### src/rtl/inst_prefetch_queue.sv
// rtl/inst_prefetch_queue.sv - byte-granular instruction prefetch queue with 6-byte fetch window
//
// Streams bytes from a 1-cycle-latency instruction memory into a circular
// byte queue and presents up to six bytes at the current fetch PC.
//
// Ports:
//   clk, reset        clock, asynchronous active-high reset
//   instmem_addr      byte address read this cycle (the internal fetch PC)
//   instmem_rd        read issued this cycle
//   instmem_dataout   byte for the address issued in the previous cycle
//   redirect          flush queue and restart fetching at redirect_pc
//   redirect_pc       restart address
//   win_pc            byte address of window byte 0
//   win_bytes         window, byte i in bits [8i+7:8i], invalid bytes read 0
//   win_count         number of valid window bytes, 0..6
//   consume           drop consume_len bytes from the head this cycle
//   consume_len       1..6; ignored if 0 or larger than win_count
module inst_prefetch_queue #(
    parameter int          DEPTH    = 16,
    parameter logic [31:0] RESET_PC = 32'h0
) (
    input  logic        clk,
    input  logic        reset,
    output logic [31:0] instmem_addr,
    output logic        instmem_rd,
    input  logic [7:0]  instmem_dataout,
    input  logic        redirect,
    input  logic [31:0] redirect_pc,
    output logic [31:0] win_pc,
    output logic [47:0] win_bytes,
    output logic [2:0]  win_count,
    input  logic        consume,
    input  logic [2:0]  consume_len
);

    localparam int             AW       = $clog2(DEPTH);
    localparam logic [AW:0]    FULL_CNT = (AW + 1)'(DEPTH);
    localparam logic [AW:0]    WIN_MAX  = (AW + 1)'(6);

    logic [31:0]   fetch_pc_q, fetch_pc_d;
    logic [31:0]   win_pc_q, win_pc_d;
    logic [AW-1:0] head_q, head_d;
    logic [AW-1:0] tail_q, tail_d;
    logic [AW:0]   count_q, count_d;
    logic          pending_q, pending_d;
    logic [7:0]    mem_q [DEPTH];

    logic [AW:0]   occupancy;
    logic          issue;
    logic          accept;
    logic [AW:0]   len_ext;
    logic [AW:0]   push_ext;

    // The in-flight byte reserves a slot so a full queue never overflows.
    assign occupancy = count_q + {{AW{1'b0}}, pending_q};
    assign issue     = !redirect && (occupancy < FULL_CNT);

    assign instmem_addr = fetch_pc_q;
    assign instmem_rd   = issue;
    assign win_pc       = win_pc_q;
    assign win_count    = (count_q >= WIN_MAX) ? 3'd6 : count_q[2:0];

    assign len_ext  = {{(AW - 2){1'b0}}, consume_len};
    assign push_ext = {{AW{1'b0}}, pending_q};
    assign accept   = consume && (consume_len != 3'd0) && (consume_len <= win_count);

    always_comb begin
        win_bytes = '0;
        for (int i = 0; i < 6; i++) begin
            if (3'(i) < win_count) begin
                win_bytes[8*i +: 8] = mem_q[head_q + AW'(i)];
            end
        end
    end

    always_comb begin
        fetch_pc_d = fetch_pc_q;
        win_pc_d   = win_pc_q;
        head_d     = head_q;
        tail_d     = tail_q;
        pending_d  = issue;
        count_d    = count_q + push_ext - (accept ? len_ext : '0);

        if (issue) begin
            fetch_pc_d = fetch_pc_q + 32'd1;
        end
        if (pending_q) begin
            tail_d = tail_q + AW'(1);
        end
        if (accept) begin
            head_d   = head_q + consume_len;
            win_pc_d = win_pc_q + {29'd0, consume_len};
        end

        // Redirect wins: the byte returning next cycle belongs to the old
        // stream, so clearing pending drops it on arrival.
        if (redirect) begin
            fetch_pc_d = redirect_pc;
            win_pc_d   = redirect_pc;
            head_d     = '0;
            tail_d     = '0;
            count_d    = '0;
            pending_d  = 1'b0;
        end
    end

    always_ff @(posedge clk or posedge reset) begin
        if (reset) begin
            fetch_pc_q <= RESET_PC;
            win_pc_q   <= RESET_PC;
            head_q     <= '0;
            tail_q     <= '0;
            count_q    <= '0;
            pending_q  <= 1'b0;
        end else begin
            fetch_pc_q <= fetch_pc_d;
            win_pc_q   <= win_pc_d;
            head_q     <= head_d;
            tail_q     <= tail_d;
            count_q    <= count_d;
            pending_q  <= pending_d;
        end
    end

    // Storage needs no reset: count masks stale entries, and reset clears
    // pending asynchronously so an in-flight byte is never written.
    always_ff @(posedge clk) begin
        if (pending_q && !redirect) begin
            mem_q[tail_q] <= instmem_dataout;
        end
    end

endmodule

### config.mk
export PLATFORM = sky130hd
export DESIGN_NAME = inst_prefetch_queue
export DESIGN_NICKNAME = d
export VERILOG_FILES = /design/src/rtl/inst_prefetch_queue.sv
export SDC_FILE = /design/constraint.sdc
export NUM_CORES = 1
export LEC_CHECK = 0
export CAP_MARGIN = 20
export CORE_ASPECT_RATIO = 1.5
export CORE_MARGIN = 1
export CORE_UTILIZATION = 50
export DETAILED_ROUTE_END_ITERATION = 10
export PLACE_DENSITY = 0.71
export SLEW_MARGIN = 20
export SYNTH_ARGS = -nofsm -noshare
export SYNTH_HDL_FRONTEND = slang
export SYNTH_SLANG_ARGS = --single-unit
export TNS_END_PERCENT = 100
### constraint.sdc
create_clock -name clk -period 5.6 [get_ports clk]
set_input_delay 0.56 -clock clk [delete_from_list [all_inputs] [get_ports clk]]
set_output_delay 0.56 -clock clk [all_outputs]
set_load 0.02 [all_outputs]
# == Word-level counts from Yosys, hierarchy flattened ==
# Memories as Yosys holds them, arrays and structs flattened.
# Index checks and enable logic that the tools add are counted.
# word_totals
register_bits,78
latch_bits,0
ramBits,128
rom_bits,0
n_memories,1
# op_classes
addsub,11
n_mul,0
n_div,0
order_cmp,9
eq_ne,0
n_shift,0
muxes,20
bitwise_logic,0
n_reduce_logical,9
# memory_table
name,depth,word_bits,read_ports,rd_ports_with_merged_regs,write_ports,line_no,source
mem_q,16,8,6,0,1,46,logic [7:0] mem_q [DEPTH];
# ops
operator,n
two-way mux 32 bit,4
two-way mux 8 bit,6
adder 32 x 1 -> 32 bit (second input constant),1
adder 32 x 3 -> 32 bit,1
two-way mux 4 bit,4
adder 4 x 1 -> 4 bit (second input constant),2
adder 4 x 2 -> 4 bit (second input constant),2
adder 4 x 3 -> 4 bit (second input constant),2
< comparator 1 x 3 -> 1 bit (first input constant),2
< comparator 2 x 3 -> 1 bit (first input constant),2
< comparator 3 bit (first input constant),2
two-way mux 3 bit,2
nonzero test 2 bit,3
adder 5 x 1 -> 5 bit,1
greater-or-equal comparator 5 x 3 -> 1 bit (second input constant),1
< comparator 5 bit (second input constant),1
two-way mux 5 bit,1
subtractor 5 x 3 -> 5 bit,1
adder 4 x 3 -> 4 bit,1
logical AND 1 bit,4
<= comparator 3 bit,1
two-way mux 1 bit,3
nonzero test 3 bit,1
zero test 1 bit,1

# == Depth between registers and ports, before layout ==
# depth
ltp_word,7
mapped_depth,14

# == Least setup slack after synthesis ==
# No wires, ideal clock.
# synth_path
kind,register to output
start,register head_q[0]
end,output win_bytes[24]
arrival_time_ns,3.314
setup_slack_ns,1.726
path_stages_with_launch,13
path_buffers,7
path_cell_list,dfrtp_1 > buf_2 > buf_4 > buf_4 > buf_2 > inv_1 > ha_1 > buf_2 > clkbuf_1 > clkbuf_1 > mux4_2 > mux2i_1 > a211oi_1
# synth_between
elab_chain_len,3
# synth_rtl
element,line_no,source
from (decl),42,"logic [AW-1:0] head_q, head_d;"
from (signal assigned),111,head_q <= '0;
from (signal assigned),118,head_q <= head_d;
adder 4 x 2 -> 4 bit,71,win_bytes[8*i +: 8] = mem_q[head_q + AW'(i)];
memory read (16 x 8 bit),n/a,
two-way mux 8 bit,70,if (3'(i) < win_count) begin
to (decl),30,"output logic [47:0] win_bytes,"
# Every way passes these cells.

# == Final worst setup path ==
# layout_path
start,register head_q[0]
end,output win_bytes[44]
# layout_between
elab_chain_len,3
# layout_rtl
element,line_no
adder 4 x 3 -> 4 bit,71
memory read (16 x 8 bit),n/a
two-way mux 8 bit,70
# Every way passes these cells.

==> out/results.txt <==
For the initial core utilization, the log shows 0.511. The run finished with clean final reports. Leakage power total: 5.36 nW. The count of nets left with antenna violations once routing finished came out at 0.

For this block, the routed nets add up to 38300 um of wire. The shortest clock period the worst path allows after layout was 4.65 ns. During placement, the flow inserted port buffers numbering 162. Between clock sinks in the finished design, the worst skew comes to 0.0191 ns. The highest cell delay on the worst timing path came out at 0.74 ns.

For this run, the leading register cell type out of synthesis is sky130_fd_sc_hd__edfxtp_1. For the number of buffers inserted for hold repair after clock tree synthesis, the log shows 0. Leaving out fill and tap cells, the most frequent cell in the layout is sky130_fd_sc_hd__clkdlybuf4s50_1. Relative to the synthesized area, the layout overhead comes to 18.5%. Detailed placement finished with a half-perimeter wire length of 27400 um. The pre-antenna-repair detailed-routing pass consisted of 5 iterations. The largest fanout on the critical path was 64. Adding up every negative setup slack in the final design gives 0 ns. The critical path goes through inv_1 > ha_2 > buf_4 > mux4_2 > mux4_1 > nor2b_1 > clkdlybuf4s50_1. Buffers inserted during clock tree synthesis total 21.

The synthesized design contains 206 register bits. The share of synthesized flip-flops with an asynchronous set or reset is 0.379, and the number of I/O pins is 163. In the layout the commonest cells are 161 x sky130_fd_sc_hd__clkdlybuf4s50_1, 153 x sky130_fd_sc_hd__mux4_2, 128 x sky130_fd_sc_hd__edfxtp_1. The die covers 27900 um^2. The tool flagged a number of max-cap violations equal to 0. In this run, synthesis inferred 128 flip-flops with an integrated enable. The tools report the global-route total usage across every layer as 0.285.

In the routed design, unresolved DRC markers number 0. The power per cell area came out at 415 nW/um^2. The run gives 26700 um^2 as the placeable core area.

The count of nets after finishing is 1232. For the maximum number of buffers from clock root to sink, the log shows 3. The number of max-slew violations in the final report is 0, and the count of final hold-check violations is 0. The number of resized instances in the post-cts repair step was 0; the mean routed wirelength per cell was 25.3 um. The number of antenna violations at the first check in global routing was 1; the transition time at the pin with the least slew margin was 1.08 ns. After clock tree synthesis, the clock-pin slew on the worst setup and hold paths is 0.07 ns. The detailed router finished its first iteration with 633 violations. In the routed layout, each cell is associated on average with a via count of 6.72. Number of distinct library cell variants in the gate-level netlist after synthesis: 68.

During synthesis, Yosys emitted a total of 0 warnings. The path class of the tightest hold or removal check is input port to async pin. Data on the critical path is required at its endpoint by 5.04 ns. For the relative slew slack, the log shows 0.273. The number of cell rows came out at 73. Startpoint type of the worst setup path: a flop. The library cell used as clock root buffer is sky130_fd_sc_hd__clkbuf_16. The part of the Yosys area used for sequential elements came out at 0.425.

Setup repair after global routing left no endpoint under its margin. The worst setup path is of the flop to output port kind. In this design, the largest share of critical-path delay is due to buffers and inverters. The logs give 1096 for the synthesized net count and 16200 um^2 for the cell area after layout. Based on the critical path, the design can be clocked at up to 215 MHz. Synthesis produced a netlist whose cell count is 1025. Clock latency reported for the late side of the worst-skew pair: 0.52 ns. TritonCTS built the clock tree.

The final critical-path share of the clock period was 0.830. The cell with the biggest individual delay on the critical path is sky130_fd_sc_hd__dfrtp_4. Setup violations remaining at the end of the flow were counted as 0.

The worst setup path is captured at an output port. The floorplan step set the die width to 137 um. The tools report the number of H-tree levels as 1. The number of sinks driven by the clock tree is 206, and the routed via count is 10200. Data on the critical path arrives at its endpoint at 4.09 ns.

The die is 204 um tall. The first global-routing pass estimated 59000 um of wire. Dividing the synthesized area by the synthesized cell count gives 13.3 um^2. Entering global routing, the biggest net connects 65 pins. The cell area after placement was 15500 um^2. At the end of routability-driven placement, the weighted congestion stood at 0.868. Worst supply voltage drop on vdd: 0.000342 V.

The via count of the first global-routing pass was 10100; the number of buffer and inverter stages on the critical path was 3. The cell area that synthesis handed to floorplanning was 13600 um^2. The number of diodes was 0. The number of setup buffers added after CTS is 0. The aggregate global routing overflow came out at 0. The proportion of layout cells with a drive suffix above 1 is 0.198.
## cells in the mapped netlist (all sizes together), types with 2 or more instances
cell type    n  area [um^2]
mux4       159         3600
edfxtp     128         3840
dfrtp       78         1950
nor2        58          218
nor2b       52          325
nand2       51          196
a211oi      47          358
buf         40          240
clkbuf      33          125
nand3       28          140
a21oi       26          130
inv         24         90.1
nor3        24          131
mux2i       22          220
a31oi       21          131
ha          21          263
and2        20          125
nand4       19          125
xnor2       19          166
o31ai       16          120
xor2        16          140
nor4        15          115
or4         15          116
and3         8         50.1
and4         8         70.1
nand2b       8         50.1
o21ai        8         40.0
o31a         7         61.3
o21a         5         37.5
or3          5         31.3
a21boi       4         30.0
a21o         4         30.0
a311oi       4         35.0
and2b        3         22.5
fa           3         60.1
mux2         3         37.5
o41a         3         33.8
or2          3         18.8
a211o        2         17.5
a31o         2         17.5
o2bb2ai      2         17.5
## kinds of logic (layout without fill, tap and decap cells)
kind of cell    count (synthesis)  in the layout  share of synthesized area
flops                         206            206                      0.425
simple gates                  321            321                      0.130
fa+ha+maj                      24             24                     0.0237
buf+inv                        98            249                     0.0337
xor+xnor                       35             35                     0.0225
compound gates                157            157                     0.0821
mux                           184            184                      0.283
## state kept, by name (all words and copies together) (netlist names)
register      count
mem_q           128
instmem_addr     32
win_pc           32
count_q           5
head_q            4
tail_q            4
pending_q         1
## cell type report
type	count	area [um^2]
Multi-Input combinational cell	721	7420
Tap cell	337	422
Fill cell	2131	10500
Inverter	25	95.1
Timing Repair Buffer	186	1800
Clock buffer	28	572
Sequential cell	206	5800
Clock inverter	10	47.5
## final timing paths
path | from | to | slack (ns) | cells past startpoint
max | head_q[0] | win_bytes[44] | 0.95 | 7
min | reset | win_pc[14] | 0.45 | 2
max reg2reg | count_q[3] | count_q[4] | 2.15 | 11
min reg2reg | win_pc[0] | win_pc[0] | 0.59 | 2
max in group asynchronous | reset | head_q[0] | 4.12 | 3
min in group clk | redirect | head_q[2] | 0.56 | 2
## worst register-to-register path: stages, from the launching register on
cell                      delay (ns)
sky130_fd_sc_hd__dfrtp_1        0.48
sky130_fd_sc_hd__nor3_4         0.65
sky130_fd_sc_hd__inv_2          0.17
sky130_fd_sc_hd__a221o_1        0.33
sky130_fd_sc_hd__a22o_1         0.51
sky130_fd_sc_hd__and2_1         0.31
sky130_fd_sc_hd__ha_1           0.17
sky130_fd_sc_hd__inv_1          0.09
sky130_fd_sc_hd__fa_1           0.21
sky130_fd_sc_hd__a21oi_1        0.09
sky130_fd_sc_hd__and3_1         0.19
sky130_fd_sc_hd__nor3_1         0.16
## power breakdown
group / internal (W) / switching [W] / total [W]
Sequential: 0.00172 / 0.000171 / 0.00189
Clock: 0.000717 / 0.000590 / 0.00131
Combinational: 0.00171 / 0.00180 / 0.00351
## metal layers
layer,global-route usage,part of all wire,vias up
li1,-,-,4420
met1,0.336,0.35,5140
met2,0.493,0.52,511
met3,0.0518,0.081,94
met4,0.149,0.053,2
met5,0,0.00034,-
## through the flow
stage	hold WS [ns]	utilization	cells	setup slack (ns)	total power [W]
4_1_cts	0.466	0.606	1513	0.884	0.00674
3_3_place_gp	0.560	0.582	1475	1.48	0.00538
2_1_floorplan	0.559	-	1025	1.73	0.00421
3_5_place_dp	0.574	0.582	1475	1.45	0.00543
5_1_grt	0.529	0.606	1513	0.654	0.00704
6_report	0.453	0.606	1513	0.949	0.00670
(Power assumes the default switching activity.)
